### src/rtl/data_mem_arbiter_if.sv
// rtl/data_mem_arbiter_if.sv - requester and dataMemory signal bundle for data_mem_arbiter
interface data_mem_arbiter_if #(
    parameter int WORDSIZE  = 32,
    parameter int ADDR_BITS = 5
);
    logic                 r0_req;
    logic                 r0_we;
    logic [WORDSIZE-1:0]  r0_addr;
    logic [WORDSIZE-1:0]  r0_wdata;
    logic                 r0_gnt;
    logic                 r0_rvalid;
    logic                 r0_err;

    logic                 r1_req;
    logic                 r1_we;
    logic [WORDSIZE-1:0]  r1_addr;
    logic [WORDSIZE-1:0]  r1_wdata;
    logic                 r1_gnt;
    logic                 r1_rvalid;
    logic                 r1_err;

    logic [WORDSIZE-1:0]  rdata;
    logic                 mem_read;
    logic                 mem_write;
    logic [ADDR_BITS-1:0] mem_addr;
    logic [WORDSIZE-1:0]  mem_wdata;
    logic [WORDSIZE-1:0]  mem_rdata;
    logic                 busy;

    // Arbiter side: takes requests and memory read data, drives grants and strobes
    modport slave (
        input  r0_req, r0_we, r0_addr, r0_wdata,
        input  r1_req, r1_we, r1_addr, r1_wdata,
        input  mem_rdata,
        output r0_gnt, r0_rvalid, r0_err,
        output r1_gnt, r1_rvalid, r1_err,
        output rdata, mem_read, mem_write, mem_addr, mem_wdata, busy
    );

    // Requesters plus dataMemory side
    modport master (
        output r0_req, r0_we, r0_addr, r0_wdata,
        output r1_req, r1_we, r1_addr, r1_wdata,
        output mem_rdata,
        input  r0_gnt, r0_rvalid, r0_err,
        input  r1_gnt, r1_rvalid, r1_err,
        input  rdata, mem_read, mem_write, mem_addr, mem_wdata, busy
    );
endinterface

### src/rtl/data_mem_arbiter.sv
// rtl/data_mem_arbiter.sv - round-robin two-port arbiter sequencing fixed-latency dataMemory reads
module data_mem_arbiter #(
    parameter int WORDSIZE    = 32,
    parameter int ADDR_BITS   = 5,
    parameter int MEM_LATENCY = 1
) (
    input logic clk,
    input logic reset,
    data_mem_arbiter_if.slave bus
);
    localparam int CW = $clog2(MEM_LATENCY + 1);

    typedef enum logic {ST_IDLE, ST_WAIT} state_t;

    state_t               state_q;
    logic [CW-1:0]        cnt_q;
    logic                 last_grant_q;
    logic                 rd_port_q;
    logic [1:0]           rvalid_q;
    logic [1:0]           err_q;
    logic [WORDSIZE-1:0]  rdata_q;

    logic                 grant;
    logic                 sel;
    logic                 sel_we;
    logic [WORDSIZE-1:0]  sel_addr;
    logic [WORDSIZE-1:0]  sel_wdata;
    logic                 illegal;

    // Pick the winner: a lone requester wins, a tie goes to the port not granted last
    always_comb begin
        sel       = (bus.r0_req && bus.r1_req) ? ~last_grant_q : bus.r1_req;
        grant     = (state_q == ST_IDLE) && (bus.r0_req || bus.r1_req);
        sel_we    = sel ? bus.r1_we    : bus.r0_we;
        sel_addr  = sel ? bus.r1_addr  : bus.r0_addr;
        sel_wdata = sel ? bus.r1_wdata : bus.r0_wdata;
        // Misaligned or beyond the memory depth: granted but never reaches dataMemory
        illegal   = (sel_addr[1:0] != 2'b00) || ((sel_addr >> (ADDR_BITS + 2)) != '0);
    end

    // Grant-cycle outputs are combinational; everything is held at zero while in reset
    assign bus.r0_gnt    = reset && grant && !sel;
    assign bus.r1_gnt    = reset && grant &&  sel;
    assign bus.mem_read  = reset && grant && !illegal && !sel_we;
    assign bus.mem_write = reset && grant && !illegal &&  sel_we;
    assign bus.mem_addr  = (reset && grant) ? sel_addr[ADDR_BITS+1:2] : '0;
    assign bus.mem_wdata = (reset && grant) ? sel_wdata : '0;
    assign bus.r0_rvalid = reset && rvalid_q[0];
    assign bus.r1_rvalid = reset && rvalid_q[1];
    assign bus.r0_err    = reset && err_q[0];
    assign bus.r1_err    = reset && err_q[1];
    assign bus.rdata     = reset ? rdata_q : '0;
    assign bus.busy      = reset && (state_q == ST_WAIT);

    // IDLE/WAIT sequencer: record grants, flag errors, count down the read latency
    always_ff @(posedge clk) begin
        if (!reset) begin
            state_q      <= ST_IDLE;
            cnt_q        <= '0;
            last_grant_q <= 1'b1;
            rd_port_q    <= 1'b0;
            rvalid_q     <= '0;
            err_q        <= '0;
            rdata_q      <= '0;
        end else begin
            rvalid_q <= '0;
            err_q    <= '0;
            case (state_q)
                ST_IDLE: begin
                    if (grant) begin
                        last_grant_q <= sel;
                        if (illegal) begin
                            err_q[sel] <= 1'b1;
                        end else if (!sel_we) begin
                            state_q   <= ST_WAIT;
                            cnt_q     <= CW'(MEM_LATENCY);
                            rd_port_q <= sel;
                        end
                    end
                end
                ST_WAIT: begin
                    cnt_q <= cnt_q - CW'(1);
                    // Last latency cycle: mem_rdata is valid now, return it next cycle
                    if (cnt_q == CW'(1)) begin
                        rdata_q             <= bus.mem_rdata;
                        rvalid_q[rd_port_q] <= 1'b1;
                        state_q             <= ST_IDLE;
                    end
                end
                default: state_q <= ST_IDLE;
            endcase
        end
    end
endmodule

### src/flat_wrapper.sv
// flat-port wrapper written by rule: the top's interface ports become plain ports
module data_mem_arbiter_flat 
#(
    parameter int WORDSIZE    = 32,
    parameter int ADDR_BITS   = 5,
    parameter int MEM_LATENCY = 1
)
  (clk, reset, bus_r0_req, bus_r0_we, bus_r0_addr, bus_r0_wdata, bus_r1_req, bus_r1_we, bus_r1_addr, bus_r1_wdata, bus_mem_rdata, bus_r0_gnt, bus_r0_rvalid, bus_r0_err, bus_r1_gnt, bus_r1_rvalid, bus_r1_err, bus_rdata, bus_mem_read, bus_mem_write, bus_mem_addr, bus_mem_wdata, bus_busy);
  data_mem_arbiter_if #(.WORDSIZE(WORDSIZE), .ADDR_BITS(ADDR_BITS)) bus_i ();
  input logic clk;
  input logic reset;
  input wire logic [$bits(bus_i.r0_req)-1:0] bus_r0_req;
  input wire logic [$bits(bus_i.r0_we)-1:0] bus_r0_we;
  input wire logic [$bits(bus_i.r0_addr)-1:0] bus_r0_addr;
  input wire logic [$bits(bus_i.r0_wdata)-1:0] bus_r0_wdata;
  input wire logic [$bits(bus_i.r1_req)-1:0] bus_r1_req;
  input wire logic [$bits(bus_i.r1_we)-1:0] bus_r1_we;
  input wire logic [$bits(bus_i.r1_addr)-1:0] bus_r1_addr;
  input wire logic [$bits(bus_i.r1_wdata)-1:0] bus_r1_wdata;
  input wire logic [$bits(bus_i.mem_rdata)-1:0] bus_mem_rdata;
  output wire logic [$bits(bus_i.r0_gnt)-1:0] bus_r0_gnt;
  output wire logic [$bits(bus_i.r0_rvalid)-1:0] bus_r0_rvalid;
  output wire logic [$bits(bus_i.r0_err)-1:0] bus_r0_err;
  output wire logic [$bits(bus_i.r1_gnt)-1:0] bus_r1_gnt;
  output wire logic [$bits(bus_i.r1_rvalid)-1:0] bus_r1_rvalid;
  output wire logic [$bits(bus_i.r1_err)-1:0] bus_r1_err;
  output wire logic [$bits(bus_i.rdata)-1:0] bus_rdata;
  output wire logic [$bits(bus_i.mem_read)-1:0] bus_mem_read;
  output wire logic [$bits(bus_i.mem_write)-1:0] bus_mem_write;
  output wire logic [$bits(bus_i.mem_addr)-1:0] bus_mem_addr;
  output wire logic [$bits(bus_i.mem_wdata)-1:0] bus_mem_wdata;
  output wire logic [$bits(bus_i.busy)-1:0] bus_busy;
  assign bus_i.r0_req = bus_r0_req;
  assign bus_i.r0_we = bus_r0_we;
  assign bus_i.r0_addr = bus_r0_addr;
  assign bus_i.r0_wdata = bus_r0_wdata;
  assign bus_i.r1_req = bus_r1_req;
  assign bus_i.r1_we = bus_r1_we;
  assign bus_i.r1_addr = bus_r1_addr;
  assign bus_i.r1_wdata = bus_r1_wdata;
  assign bus_i.mem_rdata = bus_mem_rdata;
  assign bus_r0_gnt = bus_i.r0_gnt;
  assign bus_r0_rvalid = bus_i.r0_rvalid;
  assign bus_r0_err = bus_i.r0_err;
  assign bus_r1_gnt = bus_i.r1_gnt;
  assign bus_r1_rvalid = bus_i.r1_rvalid;
  assign bus_r1_err = bus_i.r1_err;
  assign bus_rdata = bus_i.rdata;
  assign bus_mem_read = bus_i.mem_read;
  assign bus_mem_write = bus_i.mem_write;
  assign bus_mem_addr = bus_i.mem_addr;
  assign bus_mem_wdata = bus_i.mem_wdata;
  assign bus_busy = bus_i.busy;
  data_mem_arbiter #(.WORDSIZE(WORDSIZE), .ADDR_BITS(ADDR_BITS), .MEM_LATENCY(MEM_LATENCY)) u_core (.clk(clk), .reset(reset), .bus(bus_i));
endmodule
### config.mk
export PLATFORM = sky130hd
export DESIGN_NAME = data_mem_arbiter_flat
export DESIGN_NICKNAME = d
export VERILOG_FILES = /design/src/rtl/data_mem_arbiter_if.sv /design/src/rtl/data_mem_arbiter.sv /design/src/flat_wrapper.sv
export SDC_FILE = /design/constraint.sdc
export NUM_CORES = 1
export LEC_CHECK = 0
export BUFFER_PORTS_ARGS = -buffer_cell sky130_fd_sc_hd__buf_2
export CORE_ASPECT_RATIO = 0.8
export CORE_MARGIN = 5
export CORE_UTILIZATION = 31
export CTS_CLUSTER_DIAMETER = 80
export DETAILED_ROUTE_END_ITERATION = 7
export GPL_TIMING_DRIVEN = 0
export PLACE_DENSITY_LB_ADDON = 0.12
export SYNTH_ARGS = -nofsm -noshare
export SYNTH_HDL_FRONTEND = slang
export SYNTH_SLANG_ARGS = --single-unit
### constraint.sdc
create_clock -name clk -period 1.28 [get_ports clk]
set_input_delay 0 -clock clk [delete_from_list [all_inputs] [get_ports clk]]
set_output_delay 0 -clock clk [all_outputs]
set_load 0.005 [all_outputs]
# Word level (Yosys, flattened, before mapping)
# Cells that the tools add are included.
word_totals:
  regBits: 40
  in_bits: 166
  out_inout_bits: 78
  wordCells: 69
classes:
  n_addsub: 1
  order_cmp: 4
  n_eq_ne: 3
  muxes: 20
  bitwise_logic: 6
  reduce_logical: 28
op_table:
  columns: ["op", "n"]
  rows:
  - ["$mux 32", 4]
  - ["$reduce_bool 32->1", 1]
  - ["$logic_and 1x1->1", 15]
  - ["$mux 1", 11]
  - ["$not 1->1", 6]
  - ["$reduce_and 3->1", 2]
  - ["$mux 5", 1]
  - ["$lt 1x2->1 const B", 2]
  - ["$ne 2x2->1 const B", 2]
  - ["$pmux 1 s2", 2]
  - ["$reduce_and 2->1", 2]
  - ["$reduce_and 4->1", 1]
  - ["$reduce_or 4->1", 1]
  - ["$logic_not 1->1", 3]
  - ["$demux 1 s1", 2]
  - ["$ge 1x1->1 const B", 2]
  - ["$logic_or 1x1->1", 2]
  - ["$ne 2x1->1 const B", 1]
  - ["$reduce_bool 2->1", 1]
  - ["$sub 1x1->1 const B", 1]

# Depth between registers and ports, before layout
# Gate-level depths: netlist of run 1.
depth:
  word_depth: 8
  depth_mapped: 6

# Worst setup path after synthesis of run 1
# OpenSTA, ideal clock, no wires.
synth_timing:
  path_type: "register to register"
  start: "register u_core.last_grant_q"
  end: "register u_core.rd_port_q"
  arrival_time_ns: 1.084
  required_ns: 1.161
  slack_ns: 0.077
  path_stages_with_launch: 6
  path_buffers: 0
  path_cell_list: "dfxtp_1 -> a21boi_2 -> nand4_1 -> o22ai_2 -> nand3_1 -> mux2i_1"
synth_via:
  elab_chain_cells: 7
  word_cells_on_any_way: 10
  cone_classes: "mux (3); bitwise (3); reduce/logical (4)"
synth_rtl:
  columns: ["element", "line_no", "source"]
  rows:
  - ["start: declaration", "data_mem_arbiter.sv:17", "logic last_grant_q;"]
  - ["start signal: assignment", "data_mem_arbiter.sv:71", "last_grant_q <= sel;"]
  - ["$not 1->1 *", "data_mem_arbiter.sv:32", "sel = (bus.r0_req && bus.r1_req) ? ~last_grant_q : bus.r1_req;"]
  - ["$mux 1 *", "data_mem_arbiter.sv:32", null]
  - ["$mux 32", "data_mem_arbiter.sv:35", "sel_addr = sel ? bus.r1_addr : bus.r0_addr;"]
  - ["$reduce_bool 32->1 or $reduce_bool 2->1 (tied branches)", "data_mem_arbiter.sv:38", "illegal = (sel_addr[1:0] != 2'b00) || ((sel_addr >> (ADDR_BITS + 2)) != '0);"]
  - ["$logic_or 1x1->1", "data_mem_arbiter.sv:38", null]
  - ["$not 1->1 (no source line)", null, null]
  - ["$reduce_and 4->1 (no source line)", null, null]
  - ["end signal: assignment", "data_mem_arbiter.sv:77", "rd_port_q <= sel;"]
  - ["end: declaration", "data_mem_arbiter.sv:18", "logic rd_port_q;"]
# Every way passes the cells marked *; elsewhere a longest branch is shown, timed or not.
# A chain may end at the register's enable or synchronous reset.

# Worst setup path after layout of run 1
layout_timing:
  start: "register u_core.last_grant_q"
  end: "output port bus_mem_read"
layout_via:
  elab_chain_cells: 8
  word_cells_on_any_way: 11
  cone_classes: "mux (3); bitwise (1); reduce/logical (7)"
layout_rtl:
  columns: ["element", "line_no", "source"]
  rows:
  - ["$not 1->1 *", "data_mem_arbiter.sv:32", null]
  - ["$mux 1 *", "data_mem_arbiter.sv:32", null]
  - ["$mux 32", "data_mem_arbiter.sv:35", null]
  - ["$reduce_bool 32->1 or $reduce_bool 2->1 (tied branches)", "data_mem_arbiter.sv:38", null]
  - ["$logic_or 1x1->1", "data_mem_arbiter.sv:38", null]
  - ["$logic_not 1->1", "data_mem_arbiter.sv:44", "assign bus.mem_read = reset && grant && !illegal && !sel_we;"]
  - ["$logic_and 1x1->1", "data_mem_arbiter.sv:44", null]
  - ["$logic_and 1x1->1 *", "data_mem_arbiter.sv:44", null]
  - ["end: declaration", "flat_wrapper.sv:28", "output wire logic [$bits(bus_i.mem_read)-1:0] bus_mem_read;"]
# Marks and branches as above.

==> results.json, run 1 <==
{
  "outcome": "complete, but fails checks",
  "violations": "setup timing",
  "synth_flop_cell": "dfxtp_1",
  "initial_utilization_pct": 31.7,
  "pin_count": 244,
  "syn_area_per_cell_um2": 7.43,
  "grtUsageTotal_pct": 22.9,
  "synth-seq-area-share_pct": 36.9,
  "finalWirelength_um": 10900,
  "nets": 752,
  "fillCellCount": 649,
  "slowest_stage": "dfxtp_4",
  "cp.arrival_ns": 1.60,
  "synthXorXnorAreaFrac_pct": 0,
  "dieHeight_um": 84.8,
  "grt_overflow": 0,
  "wl_per_cell_um": 16.2,
  "peakVddDrop_uv": 548,
  "antenna_found_initial": 0,
  "path_clk_slew_ns": 0.07,
  "drive_above_1_share_pct": 55.9,
  "place.gp.congestion": 0.940,
  "slew_viol_final": 0,
  "synth-simple-area-share_pct": 32.9,
  "finalPower_mw": 3.31,
  "synth_compound_area_share_pct": 24.3,
  "period_needed_ns": 1.60,
  "final_common_cell": "buf_2",
  "powerDensity_mw_per_mm2": 746,
  "finalSetupViolations": 45,
  "r2r-end": "u_core.rd_port_q$_SDFFE_PN0P_",
  "cts_buffers": 5,
  "multi_input_area_mm2": 0.00148,
  "syn_inst": 292,
  "synthArstFlopShare_pct": 0,
  "n_antenna_cell": 0,
  "use_met3_pct": 6.31,
  "die_w_um": 104,
  "crit_start": "u_core.last_grant_q$_SDFFE_PN1P_",
  "initialDrtViolationCount": 129,
  "critPathLaunchType": "flop",
  "place_inst": 622,
  "period_share_pct": 125,
  "yosys_register_bits": 40,
  "met1_usage_pct": 25.8,
  "reg2regPathDepth": 8,
  "seq_area_um2": 808,
  "worst_path_largest_cell_delay_ns": 0.36,
  "port_buffers": 243,
  "synth_nets": 458,
  "grt_pass1_vias": 3315,
  "final_cell_mix": "buf_2 (247), nand2_1 (66), and2_1 (38), dfxtp_1 (38)",
  "crit_end": "bus_mem_read",
  "final.setup.worst_slack_ns": -0.320,
  "clk_latency_ns": 0.29,
  "critical-path-top-delay-family": "flip-flops",
  "whs_path_depth": 4,
  "yosysWarnings": 0,
  "grt_pass1_wl_um": 16700,
  "dr.pass1.iters": 7,
  "rrSetupSlack_ns": -0.27,
  "syn_area_mm2": 0.00217,
  "hold_violations": 0,
  "synth.area.top_cells": "dfxtp_1 (37%), nand2_1 (14%), a22o_1 (13%), and2_1 (11%), a21oi_1 (8.5%)",
  "worstSetupPathType": "reg2out",
  "synth_top_area_share_pct": 36.9,
  "synth_top_family_by_area": "simple AND/OR/NAND/NOR gates",
  "ys_types": 24,
  "die_area_mm2": 0.00879,
  "path_cells": "a21bo_1 > buf_6 > mux2i_2 > nand2_1 > nor2_1 > buf_2",
  "endpoint_kind": "output port",
  "leakage_nw": 2.37,
  "grt_max_degree": 13,
  "dp_hpwl_um": 7990,
  "setup_tns_ns": -9.40,
  "cp_num_buf_inv": 2,
  "via_per_inst": 4.83,
  "synth_area_leader_cell": "dfxtp_1",
  "coreArea_mm2": 0.00686,
  "clock_skew_ns": 0.00432,
  "r2r_start": "u_core.last_grant_q$_SDFFE_PN1P_",
  "finalNonFillerCells": 674,
  "worst_slew_pin_slew_ns": 0.408,
  "cts_tree": "done",
  "hold_class": "in2reg",
  "area_growth_pct": 104,
  "drc_errors": 0,
  "vias": 3255,
  "cts.htree.levels": 2,
  "timing.fmax_mhz": 625,
  "top_usage_layer": "met2",
  "slew_headroom_pct": 72.8,
  "path_max_fanout": 5,
  "synth-edff-count": 0,
  "cap_violations": 0,
  "synthMuxAreaShare_pct": 1.10,
  "critPathRequiredTime_ns": 1.28,
  "cts.sinks": 40,
  "cts_buffer_depth": 2,
  "cts_root_buffer": "clkbuf_8",
  "cp.depth": 6,
  "rows": 27,
  "rsz0062_at_grt": "yes",
  "ant_nets": 0,
  "fin_util_pct": 64.6,
  "use_met2_pct": 43.1,
  "synthAdderAreaFrac_pct": 0
}
[power breakdown]
| group | internal (mW) | leakage [nW] | switching (mW) |
|---|---|---|---|
| logic | 0.512 | 1.98 | 0.427 |
| registers | 1.25 | 0.324 | 0.00472 |
| clock network | 0.688 | 0.0645 | 0.428 |
| total | 2.45 | 2.37 | 0.859 |
[per-layer routing]
metal | vias up | share of wire, %
met5 | - | 0
met4 | 0 | 1.8
met2 | 155 | 52
met3 | 16 | 7.6
met1 | 1485 | 39
li1 | 1599 | -
[logic make-up (layout without fill, tap and decap cells)]
group / count (synthesis) / count (layout)
multiplexers: 2 / 2
buffers and inverters: 25 / 320
AND/OR/NAND/NOR: 149 / 149
flip-flops: 40 / 40
AO/OA/AOI/OAI: 76 / 76
[cell usage after synthesis (all sizes together) (2+ instances only)]
cell,instances
and2,38
buf,9
a21boi,4
a22o,32
nor2,6
nand2,79
a21oi,37
nand4,4
mux2i,2
dfxtp,40
nor3,4
nor4,12
nand3,2
clkbuf,15
[state kept, by name (all words and copies together), names as in the netlist]
name / cells
u_core.rdata_q: 32
u_core.err_q: 2
u_core.rvalid_q: 2
u_core.cnt_q: 1
u_core.last_grant_q: 1
u_core.rd_port_q: 1
u_core.state_q: 1
[how the worst min path moves through the flow]
stage,slack [ns],endpoint,from
after floorplan,0.1,bus_mem_addr[0],bus_r1_addr[2]
after global placement,0.22,u_core.rdata_q[19]$_SDFFE_PN0P_,bus_mem_rdata[19]
after detailed placement,0.22,u_core.rdata_q[10]$_SDFFE_PN0P_,bus_mem_rdata[10]
after CTS,0.11,u_core.state_q$_SDFF_PN0_,bus_r0_we
after global routing,0.15,u_core.state_q$_SDFF_PN0_,bus_r0_we
final,0.13,u_core.state_q$_SDFF_PN0_,bus_r0_we
[tightest hold or removal path: cells and delay by family]
kind | cells | cell delay (ns)
AOI/OAI and AO/OA | 1 | 0.06
buffers and inverters | 1 | 0.08
muxes | 1 | 0.10
and+or+nand+nor | 1 | 0.13
[layout make-up]
class                   count  share of cell area (%)
plain buffers              22                    4.74
clock buffers               7                    2.17
clock inverters             1                   0.678
inverters                   1                  0.0847
multi-input cells         227                    33.4
flip-flops and latches     40                    18.2
well taps                  87                    2.46
repair buffers            289                    38.2
[per-stage QoR]
stage | worst slack, ns | hold WS [ns] | cell area, µm²
floorplan | 0.0771 | 0.0956 | 2170
global placement | -0.268 | 0.217 | 3500
detailed placement | -0.261 | 0.220 | 3500
CTS | -0.298 | 0.105 | 4280
global route | -0.394 | 0.155 | 4430
finish | -0.320 | 0.134 | 4430
[what timing repair did]
item                                    4_1_cts  5_1_grt
endpoints found under the hold margin        32        0
endpoints found under the setup margin       79       55
pin swaps                                    12       21
setup buffers                                 9        3
hold buffers                                 32        0
gates resized for setup                      69       38
cloned                                        2        1
Power figures use the tool's default switching activity.
==> inputs of run 2 (changes only) <==
- SKIP_LAST_GASP: not set -> 1
==> run 2 against run 1 <==
Compared with the run above: the run still ends with setup timing left; total power about the same; sequential cell count unchanged; utilization barely moved; combinational power barely moved; cell area is essentially flat; count of clock-buffer cells in the layout stayed put; sequential power hardly changed; first-iteration DRC count shrank 12%; worst hold slack about the same; critical path type unchanged; largest cell class unchanged; largest power group unchanged.
==> results.json, run 2 (synthesized netlist as in run 1, its figures left out) <==
{
  "cp.arrival_ns": 1.60,
  "hold_class": "in2reg",
  "slew_headroom_pct": 73.2,
  "grt_pass1_vias": 3306,
  "top_regs": "u_core.rdata_q: 32 flops, u_core.err_q: 2 flops, u_core.rvalid_q: 2 flops",
  "drc_errors": 0,
  "dp_hpwl_um": 7990,
  "grt_overflow": 0,
  "endpoint_kind": "output port",
  "initial_utilization_pct": 31.7,
  "setup_tns_ns": -9.35,
  "grt_pass1_wl_um": 16600,
  "grt_max_degree": 13,
  "initialDrtViolationCount": 113,
  "seq_area_um2": 808,
  "rsz0062_at_grt": "yes",
  "violations": "setup timing",
  "n_antenna_cell": 0,
  "cts_buffer_depth": 2,
  "path_max_fanout": 5,
  "slew_viol_final": 0,
  "clk_latency_ns": 0.29,
  "period_share_pct": 125,
  "fin_util_pct": 64.6,
  "dieHeight_um": 84.8,
  "dr.pass1.iters": 5,
  "nets": 752,
  "hold_violations": 0,
  "pin_count": 244,
  "via_per_inst": 4.80,
  "timing.fmax_mhz": 626,
  "dpl-instance-area_mm2": 0.00350,
  "coreArea_mm2": 0.00686,
  "clock_skew_ns": 0.00604,
  "largest_register_ffs": 32,
  "final.setup.worst_slack_ns": -0.318,
  "cts.sinks": 40,
  "period_needed_ns": 1.60,
  "vias": 3237,
  "cts_tree": "done",
  "port_buffers": 243,
  "critPathLaunchType": "flop",
  "die_w_um": 104,
  "worstSetupPathType": "reg2out",
  "cap_violations": 0,
  "die_area_mm2": 0.00879,
  "critPathRequiredTime_ns": 1.28,
  "leakage_nw": 2.38,
  "peakVddDrop_uv": 548,
  "antenna_found_initial": 0,
  "stdcell_area_mm2": 0.00443,
  "place.gp.congestion": 0.940,
  "area_growth_pct": 104,
  "finalSetupViolations": 45,
  "cts_root_buffer": "clkbuf_8",
  "final_common_cell": "buf_2",
  "outcome": "complete, but fails checks",
  "final_cell_mix": "buf_2 (247), nand2_1 (66), and2_1 (38), dfxtp_1 (38)",
  "fillCellCount": 646,
  "path_clk_slew_ns": 0.07,
  "largest_register": "u_core.rdata_q",
  "finalWirelength_um": 10900,
  "worst_slew_pin_slew_ns": 0.402,
  "cts_buffers": 5,
  "ant_nets": 0,
  "wl_per_cell_um": 16.2,
  "drive_above_1_share_pct": 55.5,
  "powerDensity_mw_per_mm2": 746,
  "grtUsageTotal_pct": 22.9,
  "multi_input_area_mm2": 0.00148,
  "rows": 27,
  "cts.htree.levels": 2
}
-- run 2: cell counts in the layout (fill, tap and decap cells not counted) --
Identical to the previous run, type by type.
-- run 2: area by class of cell --
| cell class | instances | area share (%) |
|---|---|---|
| buffer | 22 | 4.75 |
| clock buffer | 7 | 2.18 |
| clock inverter | 1 | 0.678 |
| inverter | 1 | 0.0847 |
| multi-input combinational | 227 | 33.4 |
| sequential | 40 | 18.2 |
| tap | 87 | 2.46 |
| timing repair buffer | 289 | 38.2 |
-- run 2: metal layers --
metal | track usage (%) | vias to the layer above | share of wire, %
li1 | - | 1600 | -
met1 | 25.7 | 1476 | 39
met2 | 43.3 | 147 | 52
met3 | 6.24 | 14 | 7.3
met4 | 4.77 | 0 | 1.5
met5 | 0 | - | 0
-- run 2: worst max-delay path, cell delays in order, from the launching register on --
cell     delay [ns]
dfxtp_4        0.36
a21bo_1        0.18
buf_6          0.13
mux2i_2        0.32
nand2_1        0.09
nor2_1         0.09
buf_2          0.13
-- run 2: through the flow --
stage / hold WS, ns / power [mW] / setup slack, ns / std cells
after detailed placement: 0.220 / 1.93 / -0.261 / 622
after CTS: 0.105 / 3.25 / -0.298 / 672
after global routing: 0.155 / 3.47 / -0.394 / 674
after global placement: 0.217 / 1.92 / -0.268 / 622
final: 0.135 / 3.31 / -0.318 / 674
after floorplan: 0.0956 / 1.53 / 0.0771 / 292
-- run 2: path summary, 6_finish.rpt --
check / slack (ns) / end / depth (start not counted) / start
setup / recovery: -0.32 / bus_mem_read / 6 / u_core.last_grant_q$_SDFFE_PN1P_
hold / removal: 0.13 / u_core.state_q$_SDFF_PN0_ / 4 / bus_r0_we
setup reg to reg: -0.28 / u_core.rd_port_q$_SDFFE_PN0P_ / 8 / u_core.last_grant_q$_SDFFE_PN1P_
hold reg to reg: 0.44 / u_core.rvalid_q[0]$_SDFF_PN0_ / 1 / u_core.rd_port_q$_SDFFE_PN0P_
-- run 2: power by group --
group	switching (mW)	internal, mW	total, mW
combinational	0.425	0.512	0.937
clock	0.428	0.688	1.12
sequential	0.00460	1.25	1.25
total	0.858	2.45	3.31
-- run 2: timing repair --
action,4_1_cts,5_1_grt
endpoints found under the setup margin,79,55
pin swaps,12,23
hold endpoints to repair,32,0
hold buffers,32,0
setup buffers,9,3
gates cloned,2,1
resized for setup,66,40
